$ cat src/rtl/cpu_ctrl_if.sv
// Handshake and strobe bundle between the CPU control sequencer and its datapath/memories.
interface cpu_ctrl_if #(
    parameter int unsigned OP_W  = 3,
    parameter int unsigned RET_W = 16
);
    logic [OP_W-1:0]  opcode;
    logic             ins_ready;
    logic             da_ready;
    logic             is_zero;
    logic             resume;

    logic             pc_en;
    logic             pc_load;
    logic             mem_ins_en;
    logic             mem_da_en;
    logic             mem_da_we;
    logic             acc_load;
    logic             acc_ctrl;
    logic             halt;
    logic             illegal_op;
    logic             bus_err;
    logic [4:0]       state;
    logic [RET_W-1:0] retired;

    modport slave (
        input  opcode, ins_ready, da_ready, is_zero, resume,
        output pc_en, pc_load, mem_ins_en, mem_da_en, mem_da_we,
               acc_load, acc_ctrl, halt, illegal_op, bus_err, state, retired
    );

    modport master (
        output opcode, ins_ready, da_ready, is_zero, resume,
        input  pc_en, pc_load, mem_ins_en, mem_da_en, mem_da_we,
               acc_load, acc_ctrl, halt, illegal_op, bus_err, state, retired
    );
endinterface

$ cat src/rtl/cpu_ctrl_seq.sv
// Multi-cycle CPU control sequencer: FETCH/DECODE/EXEC/WB/HALTED with memory-wait
// timeouts, sticky error flags and a retired-instruction counter.
module cpu_ctrl_seq #(
    parameter int unsigned OP_W     = 3,
    parameter int unsigned WAIT_MAX = 15,
    parameter int unsigned RET_W    = 16
) (
    input  logic       clk,
    input  logic       rst,
    cpu_ctrl_if.slave  bus
);
    localparam int unsigned CNT_W = 8;

    typedef enum logic [4:0] {
        S_FETCH  = 5'b00001,
        S_DECODE = 5'b00010,
        S_EXEC   = 5'b00100,
        S_WB     = 5'b01000,
        S_HALTED = 5'b10000
    } state_t;

    typedef enum logic [2:0] {
        OP_HLT = 3'd0,
        OP_SKZ = 3'd1,
        OP_ADD = 3'd2,
        OP_AND = 3'd3,
        OP_XOR = 3'd4,
        OP_LDA = 3'd5,
        OP_STO = 3'd6,
        OP_JMP = 3'd7
    } op_t;

    state_t           state_q, state_d;
    logic [OP_W-1:0]  ir_q;
    logic [CNT_W-1:0] wait_q, wait_d;
    logic [RET_W-1:0] retired_q;
    logic             illegal_q, bus_err_q;
    logic             set_illegal, set_bus_err;
    logic             ir_illegal;
    logic             is_mem_op;
    logic             wait_expired;
    op_t              op;

    assign op           = op_t'(ir_q[2:0]);
    assign is_mem_op    = op inside {OP_ADD, OP_AND, OP_XOR, OP_LDA, OP_STO};
    assign wait_expired = (wait_q == CNT_W'(WAIT_MAX - 1));

    // Opcode values above 7 only exist when the opcode is wider than 3 bits.
    if (OP_W > 3) begin : g_wide_op
        assign ir_illegal = |ir_q[OP_W-1:3];
    end else begin : g_narrow_op
        assign ir_illegal = 1'b0;
    end

    // State register, IR capture, wait counter, sticky flags and retire counter.
    always_ff @(posedge clk) begin
        if (rst) begin
            state_q   <= S_FETCH;
            ir_q      <= '0;
            wait_q    <= '0;
            retired_q <= '0;
            illegal_q <= 1'b0;
            bus_err_q <= 1'b0;
        end else begin
            state_q <= state_d;
            wait_q  <= wait_d;
            if (state_q == S_FETCH && state_d == S_DECODE) begin
                ir_q <= bus.opcode;
            end
            if (state_q == S_WB) begin
                retired_q <= retired_q + RET_W'(1);
            end
            if (set_illegal) begin
                illegal_q <= 1'b1;
            end
            if (set_bus_err) begin
                bus_err_q <= 1'b1;
            end
        end
    end

    // Next-state and Moore output decode.
    always_comb begin
        state_d        = state_q;
        wait_d         = '0;
        set_illegal    = 1'b0;
        set_bus_err    = 1'b0;
        bus.pc_en      = 1'b0;
        bus.pc_load    = 1'b0;
        bus.mem_ins_en = 1'b0;
        bus.mem_da_en  = 1'b0;
        bus.mem_da_we  = 1'b0;
        bus.acc_load   = 1'b0;
        bus.acc_ctrl   = 1'b0;
        bus.halt       = 1'b0;

        case (state_q)
            S_FETCH: begin
                bus.mem_ins_en = 1'b1;
                if (bus.ins_ready) begin
                    state_d = S_DECODE;
                end else if (wait_expired) begin
                    state_d     = S_HALTED;
                    set_bus_err = 1'b1;
                end
            end
            S_DECODE: begin
                bus.pc_en = 1'b1;
                if (ir_illegal) begin
                    state_d     = S_HALTED;
                    set_illegal = 1'b1;
                end else if (op == OP_HLT) begin
                    state_d = S_HALTED;
                end else begin
                    state_d = S_EXEC;
                end
            end
            S_EXEC: begin
                if (is_mem_op) begin
                    bus.mem_da_en = 1'b1;
                    bus.mem_da_we = (op == OP_STO);
                    if (bus.da_ready) begin
                        state_d = S_WB;
                    end else if (wait_expired) begin
                        state_d     = S_HALTED;
                        set_bus_err = 1'b1;
                    end
                end else begin
                    bus.pc_load = (op == OP_JMP);
                    bus.pc_en   = (op == OP_SKZ) && bus.is_zero;
                    state_d     = S_WB;
                end
            end
            S_WB: begin
                bus.acc_load = op inside {OP_ADD, OP_AND, OP_XOR, OP_LDA};
                bus.acc_ctrl = (op == OP_LDA);
                state_d      = S_FETCH;
            end
            S_HALTED: begin
                bus.halt = 1'b1;
                if (bus.resume && !illegal_q && !bus_err_q) begin
                    state_d = S_FETCH;
                end
            end
            default: begin
                state_d = S_FETCH;
            end
        endcase

        // Count only while parked in a waiting state; any transition restarts it.
        if (state_d == state_q && (state_q == S_FETCH || state_q == S_EXEC)) begin
            wait_d = wait_q + CNT_W'(1);
        end

        // Strobes are forced off for as long as reset is held.
        if (rst) begin
            bus.pc_en      = 1'b0;
            bus.pc_load    = 1'b0;
            bus.mem_ins_en = 1'b0;
            bus.mem_da_en  = 1'b0;
            bus.mem_da_we  = 1'b0;
            bus.acc_load   = 1'b0;
            bus.acc_ctrl   = 1'b0;
        end
    end

    assign bus.state      = state_q;
    assign bus.retired    = retired_q;
    assign bus.illegal_op = illegal_q;
    assign bus.bus_err    = bus_err_q;
endmodule

$ cat src/flat_wrapper.sv
// flat-port wrapper written by rule: the top's interface ports become plain ports
module cpu_ctrl_seq_flat 
#(
    parameter int unsigned OP_W     = 3,
    parameter int unsigned WAIT_MAX = 15,
    parameter int unsigned RET_W    = 16
)
  (clk, rst, bus_opcode, bus_ins_ready, bus_da_ready, bus_is_zero, bus_resume, bus_pc_en, bus_pc_load, bus_mem_ins_en, bus_mem_da_en, bus_mem_da_we, bus_acc_load, bus_acc_ctrl, bus_halt, bus_illegal_op, bus_bus_err, bus_state, bus_retired);
  cpu_ctrl_if #(.OP_W(OP_W), .RET_W(RET_W)) bus_i ();
  input  logic clk;
  input  logic rst;
  input wire logic [$bits(bus_i.opcode)-1:0] bus_opcode;
  input wire logic [$bits(bus_i.ins_ready)-1:0] bus_ins_ready;
  input wire logic [$bits(bus_i.da_ready)-1:0] bus_da_ready;
  input wire logic [$bits(bus_i.is_zero)-1:0] bus_is_zero;
  input wire logic [$bits(bus_i.resume)-1:0] bus_resume;
  output wire logic [$bits(bus_i.pc_en)-1:0] bus_pc_en;
  output wire logic [$bits(bus_i.pc_load)-1:0] bus_pc_load;
  output wire logic [$bits(bus_i.mem_ins_en)-1:0] bus_mem_ins_en;
  output wire logic [$bits(bus_i.mem_da_en)-1:0] bus_mem_da_en;
  output wire logic [$bits(bus_i.mem_da_we)-1:0] bus_mem_da_we;
  output wire logic [$bits(bus_i.acc_load)-1:0] bus_acc_load;
  output wire logic [$bits(bus_i.acc_ctrl)-1:0] bus_acc_ctrl;
  output wire logic [$bits(bus_i.halt)-1:0] bus_halt;
  output wire logic [$bits(bus_i.illegal_op)-1:0] bus_illegal_op;
  output wire logic [$bits(bus_i.bus_err)-1:0] bus_bus_err;
  output wire logic [$bits(bus_i.state)-1:0] bus_state;
  output wire logic [$bits(bus_i.retired)-1:0] bus_retired;
  assign bus_i.opcode = bus_opcode;
  assign bus_i.ins_ready = bus_ins_ready;
  assign bus_i.da_ready = bus_da_ready;
  assign bus_i.is_zero = bus_is_zero;
  assign bus_i.resume = bus_resume;
  assign bus_pc_en = bus_i.pc_en;
  assign bus_pc_load = bus_i.pc_load;
  assign bus_mem_ins_en = bus_i.mem_ins_en;
  assign bus_mem_da_en = bus_i.mem_da_en;
  assign bus_mem_da_we = bus_i.mem_da_we;
  assign bus_acc_load = bus_i.acc_load;
  assign bus_acc_ctrl = bus_i.acc_ctrl;
  assign bus_halt = bus_i.halt;
  assign bus_illegal_op = bus_i.illegal_op;
  assign bus_bus_err = bus_i.bus_err;
  assign bus_state = bus_i.state;
  assign bus_retired = bus_i.retired;
  cpu_ctrl_seq #(.OP_W(OP_W), .WAIT_MAX(WAIT_MAX), .RET_W(RET_W)) u_core (.clk(clk), .rst(rst), .bus(bus_i));
endmodule
$ cat config.mk
export PLATFORM = sky130hd
export DESIGN_NAME = cpu_ctrl_seq_flat
export DESIGN_NICKNAME = d
export VERILOG_FILES = /design/src/rtl/cpu_ctrl_if.sv /design/src/rtl/cpu_ctrl_seq.sv /design/src/flat_wrapper.sv
export SDC_FILE = /design/constraint.sdc
export NUM_CORES = 1
export LEC_CHECK = 0
export BUFFER_PORTS_ARGS = -buffer_cell sky130_fd_sc_hd__buf_4
export CAP_MARGIN = 20
export CORE_ASPECT_RATIO = 1.5
export CORE_MARGIN = 2
export CORE_UTILIZATION = 57
export CTS_CLUSTER_SIZE = 16
export DETAILED_ROUTE_END_ITERATION = 12
export PLACE_DENSITY = 0.95
export SYNTH_ARGS = -nofsm -noshare
export SYNTH_HDL_FRONTEND = slang
export SYNTH_SLANG_ARGS = --single-unit
$ cat constraint.sdc
create_clock -name clk -period 6.18 [get_ports clk]
set_clock_uncertainty 0.05 [all_clocks]
set_input_delay 0.618 -clock clk [delete_from_list [all_inputs] [get_ports clk]]
set_output_delay 0.618 -clock clk [all_outputs]
set_load 0.02 [all_outputs]
==> results of run 1 <==
## final cells by class
cell class,instances,area (µm²),area share (%)
clock buffer,7,96.3,4.70
clock inverter,1,5.00,0.244
inverter,4,15.0,0.732
multi-input combinational,149,941,45.9
sequential,33,661,32.2
tap,39,48.8,2.38
timing repair buffer,38,285,13.9
## worst max-delay path by stage
stage | startpoint | end | cells after the start
2_1_floorplan | u_core.bus.state[4] | bus_mem_da_en | 4
3_3_place_gp | rst | bus_mem_da_en | 4
3_5_place_dp | rst | bus_mem_da_we | 5
4_1_cts | u_core.bus.state[3] | bus_mem_da_we | 5
5_1_grt | u_core.bus.state[3] | bus_mem_da_we | 5
6_report | u_core.bus.state[3] | bus_mem_da_we | 5
## synth_stat cells (all sizes together), types with 8 or more instances
cell and n:
or3 10, nor4 8, nor2 18, nand2 11
a211oi 9, dfxtp 33, a21oi 15
## worst register-to-register path, stage by stage (launching register included)
cell and delay [ns]:
dfxtp_1 0.41, or3_1 0.54, or3_1 0.52, or4_1 0.53, a21oi_1 0.16
## cells by family (layout without fill, tap and decap cells)
kind of cell	Yosys count	in the layout	share of synthesized area [%]
adder cells (fa/ha/maj)	3	3	2.22
other	1	1	0.222
buffers and inverters	16	50	5.18
flip-flops	33	33	39.1
AO/OA/AOI/OAI	39	39	14.1
XOR/XNOR	14	14	7.26
AND/OR/NAND/NOR	88	88	29.5
multiplexers	4	4	2.37
## per-stage QoR
stage	instance area [µm²]	std cells	util, %	hold WS (ns)
2_1_floorplan	1690	198	-	0.436
3_3_place_gp	1950	263	68.4	0.412
3_5_place_dp	1950	263	68.4	0.409
4_1_cts	2050	271	71.9	0.421
5_1_grt	2050	271	71.9	0.448
6_report	2050	271	71.9	0.418
## routing by layer
metal  GRT usage [%]  wire [µm]
met5               0          0
met4            11.7         85
met3            6.54        206
met2            40.7       1920
met1            24.7       1500
## registers in the layout, summed over array words and instances (netlist names)
name	flops
u_core.bus.state	5
u_core.wait_q	8
u_core.bus.retired	16
u_core.ir_q	3
u_core.bus.bus_err	1
## power by group
part           internal, W  switching [W]
clock             0.000101      0.0000767
sequential        0.000217     0.00000827
combinational    0.0000185      0.0000258
==> reports/results.ini, run 1 <==
[cts]
clk_path_buf_depth=2
clk_latency_ns=0.28
root_buffer=clkbuf_8
clk_pin_slew_ns=0.07
cts_tree=yes
h-tree-depth=2
ctsResizeCount=0
postCtsHoldBufs=0
post_cts_buffers=0
cts_sinks=33
cts_buffers=5

[sta]
slew_headroom_pct=56.6
finalSetupViolCount=0
hold_viol_final=0
tightestPinTransition_ns=0.651
fmax_ghz=0.381
period_share_pct=42.4
setup_ws_ns=3.56
rsz0062_at_grt=no
layout_min_cycle_time_ns=2.62
slew_viol_final=0
setup_tns_ns=0

[placement]
gp_congestion=0.839
dpl.hpwl_um=2550
port_buffers=38
place_ws_ns=3.86

[layout]
drive_gt1_share_pct=20.7
insertedDiodeCount=0
fin_nets=243
final.fill_count=235
final_common_cell=buf_4
area_delta_synth_final_pct=21.5
final_cell_mix=38 x buf_4, 33 x dfxtp_1, 18 x nor2_1

[global_route]
grt.total_usage_pct=23.0
first_global_vias=1411
antenna_found_initial=0
grt_pass1_wl_um=6170
grt_overflow=0
grt_max_degree=31

[min_path]
hold_path_class=reg -> reg
hold_depth=2
worstHoldStart=u_core.bus.bus_err
holdPathEnd=u_core.bus.bus_err

[setup_path]
worst-setup-path-type=reg -> out
arrival_ns=1.95
worst_setup_path_end_kind=output pin
ff2ff_path_depth=4
critPathSlowestCell=or3_1
crit_chain=or3_1, nor3_1, nand2_1, nor3b_1, buf_4
r2r_start=u_core.bus.state[2]
crit_family=simple AND/OR/NAND/NOR gates
timing.rr.end=u_core.bus.retired[15]
max_stage_delay_ns=0.45
cp-start-kind=register
r2r_slack_ns=3.92
critPathMaxFanout=11
path_buf_inv=1
cp_data_required_time_ns=5.51

[status]
outcome=complete, no violations

[synth]
ys_top_cells_by_area=dfxtp_1 39%, a21oi_1 4.4%, a211oi_1 4.0%
yosysUniqueCellTypes=39
synth_cells=198
seq_area_frac_synth_pct=39.1
synth-edff-count=0
synth_area_um2=1690
ys.flop_type=dfxtp_1
ys_ff_latch=33
post-synth-top-area-fraction_pct=39.1
syn_nets=210
synthArstFlopShare_pct=0
yosys_warnings=0
avgSynthCellArea_um2=8.53
synth.largest_area_cell=dfxtp_1

[power]
ir_worst_vdd_mv=0.183
power.total_w=0.000447
p_per_area_nw_per_um2=218
p_leak_nw=0.774

[routing]
wirelength_um=3710
drt_iter0_drc=47
vias=1557
drt_pass1_iterations=4
routed_via_density=5.75
drcViolationCount=0
wl_per_cell_um=13.7
drtAntennaViolNets=0

[floorplan]
die_h_um=70.7
core_area_um2=2850
die-area_um2=3420
die_w_um=48.4
initial_core_util_pct=59.2
ios=40
rows=24

[flow_run]
maxCapViolations=0

Power figures use the tool's default switching activity.
==> run 2: changes to the inputs <==
- CORE_UTILIZATION: 57 -> 48
- PLACE_DENSITY: 0.95 -> 0.86
- clock period: 6.18 -> 2.3 ns (I/O delays scaled with it)
==> run 2 against run 1 <==
Worst hold slack worse by 0.29 ns. Via count is 3.4% higher. Non-clock buffer count is 5 higher. Sequential share of layout area is 0.50 points lower. Cell count is 2.6% higher. First-iteration DRC count is 51% lower. Sequential power grew to 2.7 times the previous value. Wire length is 1.9% higher. Worst setup slack worse by 3.4 ns. Die area is 17% higher. Critical path depth is 1 lower. Combinational power grew to 2.9 times the previous value. Largest power group unchanged.
==> reports/results.ini, run 2 (same netlist as run 1, synthesis figures left out) <==
[status]
outcome=complete, no violations

[cts]
h-tree-depth=2  ; unchanged
clk_latency_ns=0.28  ; about the same
cts_tree=yes
ctsResizeCount=0  ; unchanged
postCtsHoldBufs=0  ; unchanged
cts_buffers=5  ; unchanged
cts_sinks=33  ; unchanged
post_cts_buffers=0  ; unchanged
clk_pin_slew_ns=0.06  ; about the same
clk_path_buf_depth=2  ; unchanged
root_buffer=clkbuf_8

[sta]
fmax_ghz=0.467
rsz0062_at_grt=no
period_share_pct=93.1
slew_viol_final=0  ; unchanged
layout_min_cycle_time_ns=2.14
slew_headroom_pct=55.4  ; -1.2 points
finalSetupViolCount=0  ; unchanged
tightestPinTransition_ns=0.669  ; +0.0177 ns
hold_viol_final=0  ; unchanged
setup_ws_ns=0.159  ; -3.40 ns
setup_tns_ns=0  ; unchanged

[floorplan]
ios=40  ; unchanged
die_w_um=52.4  ; +8.2%
rows=26  ; +8.3%
die_h_um=76.7  ; +8.5%
die-area_um2=4020  ; +17%
initial_core_util_pct=49.9  ; -9.3 points
core_area_um2=3380  ; +19%

[global_route]
grt_max_degree=31  ; unchanged
grt_overflow=0  ; unchanged
grt.total_usage_pct=20.3  ; -2.7 points
first_global_vias=1428  ; +1.2%
grt_pass1_wl_um=6230  ; +1.0%
antenna_found_initial=0  ; unchanged

[routing]
wirelength_um=3780  ; +1.9%
wl_per_cell_um=13.6  ; -0.71%
routed_via_density=5.79  ; +0.80%
vias=1610  ; +3.4%
drt_pass1_iterations=4  ; unchanged
drtAntennaViolNets=0  ; unchanged
drt_iter0_drc=23  ; -51%
drcViolationCount=0  ; unchanged

[layout]
final.fill_count=318  ; +35%
final_common_cell=buf_4
final_util_pct=61.6  ; -10 points
final_cell_mix=43 x buf_4, 33 x dfxtp_1, 18 x nor2_1
largest_register_ffs=16  ; unchanged
fin_nets=248  ; +2.1%
drive_gt1_share_pct=22.0  ; +1.3 points
instances_no_fill=278  ; +2.6%
register_area_um2=661  ; unchanged
insertedDiodeCount=0  ; unchanged
area_delta_synth_final_pct=23.4
multi_input_area_um2=947  ; +0.66%

[setup_path]
critPathMaxFanout=6  ; -5
cp_data_required_time_ns=2.02  ; -3.49 ns
arrival_ns=1.86  ; -0.09 ns
crit_family=simple AND/OR/NAND/NOR gates
cpMostUsedCell=or3_1
path_buf_inv=1  ; unchanged
worst-setup-path-type=reg -> out
worst_setup_path_end_kind=output pin
max_stage_delay_ns=0.41  ; -0.04 ns
crit_chain=or3_1, or3_1, nor3_1, buf_4
critPathSlowestCell=or3_1
cp-start-kind=register

[flow_run]
maxCapViolations=0  ; unchanged

[power]
ir_worst_vdd_mv=0.573  ; +210%
p_leak_nw=0.791  ; +2.2%
p_per_area_nw_per_um2=560  ; +160%

[placement]
place_inst=271  ; +3.0%
place_ws_ns=0.273  ; -3.59 ns
dpl.hpwl_um=2820  ; +10%
port_buffers=38  ; unchanged
gp_congestion=0.828  ; -1.3%

[min_path]
hold_path_class=in -> reg

-- run 2: cell types whose count changed in the layout (fill, tap and decap cells not counted), sizes merged --
cell,before,now
buf,38,43
clkinv,1,0
-- run 2: through the flow --
stage          cell area (µm²)  power, W  hold WS, ns
2_1_floorplan             1700  0.000704        0.324
3_5_place_dp              2000  0.000746        0.410
4_1_cts                   2080   0.00118        0.132
5_1_grt                   2080   0.00122        0.143
6_report                  2080   0.00117        0.127
3_3_place_gp              2000  0.000744        0.407
-- run 2: worst paths after layout --
| path | startpoint | endpoint | slack [ns] | cells after the start |
|---|---|---|---|---|
| worst max register to register | u_core.bus.state[1] | u_core.bus.retired[15] | 0.25 | 4 |
| worst max-delay path | u_core.bus.state[3] | bus_mem_da_en | 0.16 | 4 |
| worst min register to register | u_core.bus.bus_err | u_core.bus.bus_err | 0.41 | 2 |
| worst min-delay path | bus_opcode[2] | u_core.ir_q[2] | 0.13 | 3 |
-- run 2: cell type report --
class / instances / share of cell area (%)
clock buffer: 7 / 4.14
inverter: 4 / 0.720
multi-input combinational: 149 / 45.4
sequential: 33 / 31.7
tap: 42 / 2.52
timing repair buffer: 43 / 15.5
-- run 2: worst register-to-register path, delay by kind of cell, from the launching register on --
family	cells	cell delay, ns
AOI/OAI and AO/OA	1	0.15
and+or+nand+nor	3	1.42
DFF	1	0.37
-- run 2: report_power, final --
group	switching (W)	internal, W	total, W
Combinational	0.0000719	0.0000563	0.000128
Clock	0.000197	0.000237	0.000434
Sequential	0.0000215	0.000584	0.000606
-- run 2: per-layer routing --
layer / up-vias / share of wire [%] / GRT usage (%)
li1: 802 / - / -
met1: 756 / 40 / 22.6
met2: 43 / 53 / 34.5
met3: 9 / 4.5 / 5.45
met4: 0 / 2.6 / 9.23
met5: - / 0 / 0
==> run 3: changes to the inputs <==
- CAP_MARGIN: 20 -> default
- CORE_UTILIZATION: 48 -> 55
- CTS_BUF_LIST: default -> sky130_fd_sc_hd__clkbuf_8
- PLACE_DENSITY: 0.86 -> 0.92
- clock period: 2.3 -> 2.4 ns (I/O delays scaled with it)
==> run 3 against run 2 <==
Non-clock buffer count is 4 lower. Worst hold slack better by 0.0053 ns. Total power is 4.2% lower. Via count is 1.4% lower. Wire length is 0.98% lower. Critical path depth stayed put. Cell count is 2.5% lower. Combinational power is 9% lower. Sequential cell count stayed put. Count of clock-buffer cells in the layout is 1 lower. Highest routed layer unchanged.
==> reports/results.ini, run 3 (same netlist as run 1, synthesis figures left out) <==
[setup_path]
r2r_start=u_core.bus.state[1]
critPathMaxFanout=11  ; +5
timing.rr.end=u_core.bus.retired[15]
arrival_ns=1.95  ; +0.09 ns
r2r_slack_ns=0.24  ; about the same
cp_data_required_time_ns=2.11  ; +0.09 ns
worst-setup-path-type=reg -> out
cp-start-kind=register
ff2ff_path_depth=4  ; unchanged
worst_setup_path_end_kind=output pin

[floorplan]
die_h_um=71.9  ; -6.2%
initial_core_util_pct=58.0  ; +8.1 points
rows=24  ; -7.7%
ios=40  ; unchanged
die_w_um=49.3  ; -6.1%
die-area_um2=3540  ; -12%
core_area_um2=2910  ; -14%

[layout]
fin_nets=244  ; -1.6%
final_cell_mix=39 x buf_4, 33 x dfxtp_1, 18 x nor2_1
insertedDiodeCount=0  ; unchanged
final_util_pct=70.4  ; +8.7 points
final_common_cell=buf_4
largest_register_ffs=16  ; unchanged
multi_input_area_um2=946  ; -0.13%
drive_gt1_share_pct=20.7  ; -1.3 points
register_area_um2=661  ; unchanged
instances_no_fill=271  ; -2.5%
final.fill_count=243  ; -24%
area_delta_synth_final_pct=21.3

[status]
outcome=complete, no violations

[routing]
drtAntennaViolNets=0  ; unchanged
wirelength_um=3750  ; -0.98%
drt_iter0_drc=38  ; +65%
vias=1587  ; -1.4%
routed_via_density=5.86  ; +1.1%
wl_per_cell_um=13.8  ; +1.6%
drt_pass1_iterations=4  ; unchanged
drcViolationCount=0  ; unchanged

[cts]
clk_pin_slew_ns=0.06  ; about the same
cts_buffers=5  ; unchanged
cts_sinks=33  ; unchanged
clk_latency_ns=0.29  ; about the same
root_buffer=clkbuf_8
cts_tree=yes
h-tree-depth=2  ; unchanged
clk_path_buf_depth=2  ; unchanged
post_cts_buffers=0  ; unchanged

[sta]
slew_viol_final=0  ; unchanged
period_share_pct=93.2
hold_slack_ns=0.133  ; +0.00525 ns
hold_viol_final=0  ; unchanged
fmax_ghz=0.447
finalSetupViolCount=0  ; unchanged
tightestPinTransition_ns=0.661  ; -0.00832 ns
layout_min_cycle_time_ns=2.24
rsz0062_at_grt=no
slew_headroom_pct=55.9  ; +0.55 points
setup_tns_ns=0  ; unchanged

[global_route]
grt_overflow=0  ; unchanged
first_global_vias=1415  ; -0.91%
antenna_found_initial=0  ; unchanged
grt.total_usage_pct=22.0  ; +1.8 points
grt_pass1_wl_um=5980  ; -4.0%
grt_max_degree=31  ; unchanged

[min_path]
holdPathEnd=u_core.ir_q[2]
worstHoldStart=bus_opcode[2]
hold_path_class=in -> reg
hold_depth=3  ; unchanged

[power]
ir_worst_vdd_mv=0.604  ; +5.4%
p_per_area_nw_per_um2=546  ; -2.6%
power.total_w=0.00112  ; -4.2%
p_leak_nw=0.776  ; -1.9%

[placement]
gp_congestion=0.876  ; +5.8%
dpl.hpwl_um=2620  ; -6.9%
place_inst=264  ; -2.6%
port_buffers=38  ; unchanged

[flow_run]
maxCapViolations=0  ; unchanged

==> run 3: layout make-up <==
type | instances | area share [%]
inverter | 4 | 0.733
timing repair buffer | 39 | 14.3
clock inverter | 1 | 0.183
tap | 39 | 2.38
multi-input combinational | 149 | 46.2
sequential | 33 | 32.2
clock buffer | 6 | 4.03
==> run 3: worst max path at each step <==
stage	from	to	slack (ns)	depth (start not counted)
CTS	u_core.bus.state[4]	bus_mem_da_we	0.14	5
finish	u_core.bus.state[3]	bus_mem_da_en	0.16	4
global placement	u_core.bus.state[1]	u_core.bus.retired[15]	0.31	4
floorplan	u_core.bus.state[0]	u_core.wait_q[0]	0.03	4
detailed placement	u_core.bus.state[1]	u_core.bus.retired[15]	0.26	4
global route	u_core.bus.state[4]	bus_mem_da_en	0.07	4
==> run 3: repair_timing <==
action,in CTS,in global routing
hold buffers,0,0
endpoints found under the setup margin,0,1
endpoints found under the hold margin,0,0
gates resized for setup,0,1
==> run 3: layer usage <==
layer | vias to the layer above | share of wire (%) | track usage (%)
met1 | 742 | 40 | 23.2
met3 | 8 | 5.6 | 7.08
li1 | 788 | - | -
met2 | 49 | 53 | 38.9
met4 | 0 | 2.0 | 11.1
met5 | - | 0 | 0
==> run 3: through the flow <==
step | instance area (µm²) | setup slack (ns)
2_1_floorplan | 1690 | 0.0299
3_3_place_gp | 1960 | 0.314
3_5_place_dp | 1960 | 0.258
4_1_cts | 2040 | 0.140
5_1_grt | 2050 | 0.0725
6_report | 2050 | 0.163
==> run 3: critical path, stage by stage, from the launching register on <==
cell and delay, ns:
dfxtp_1 0.42, or3_1 0.47, or3_1 0.40, nor3_1 0.20, buf_4 0.17
==> run 3: power breakdown <==
part	switching, W	leakage [nW]	total, W	internal, W
combinational	0.0000676	0.461	0.000116	0.0000480
clock	0.000200	0.0485	0.000423	0.000223
sequential	0.0000210	0.267	0.000581	0.000560
total	0.000288	0.776	0.00112	0.000831
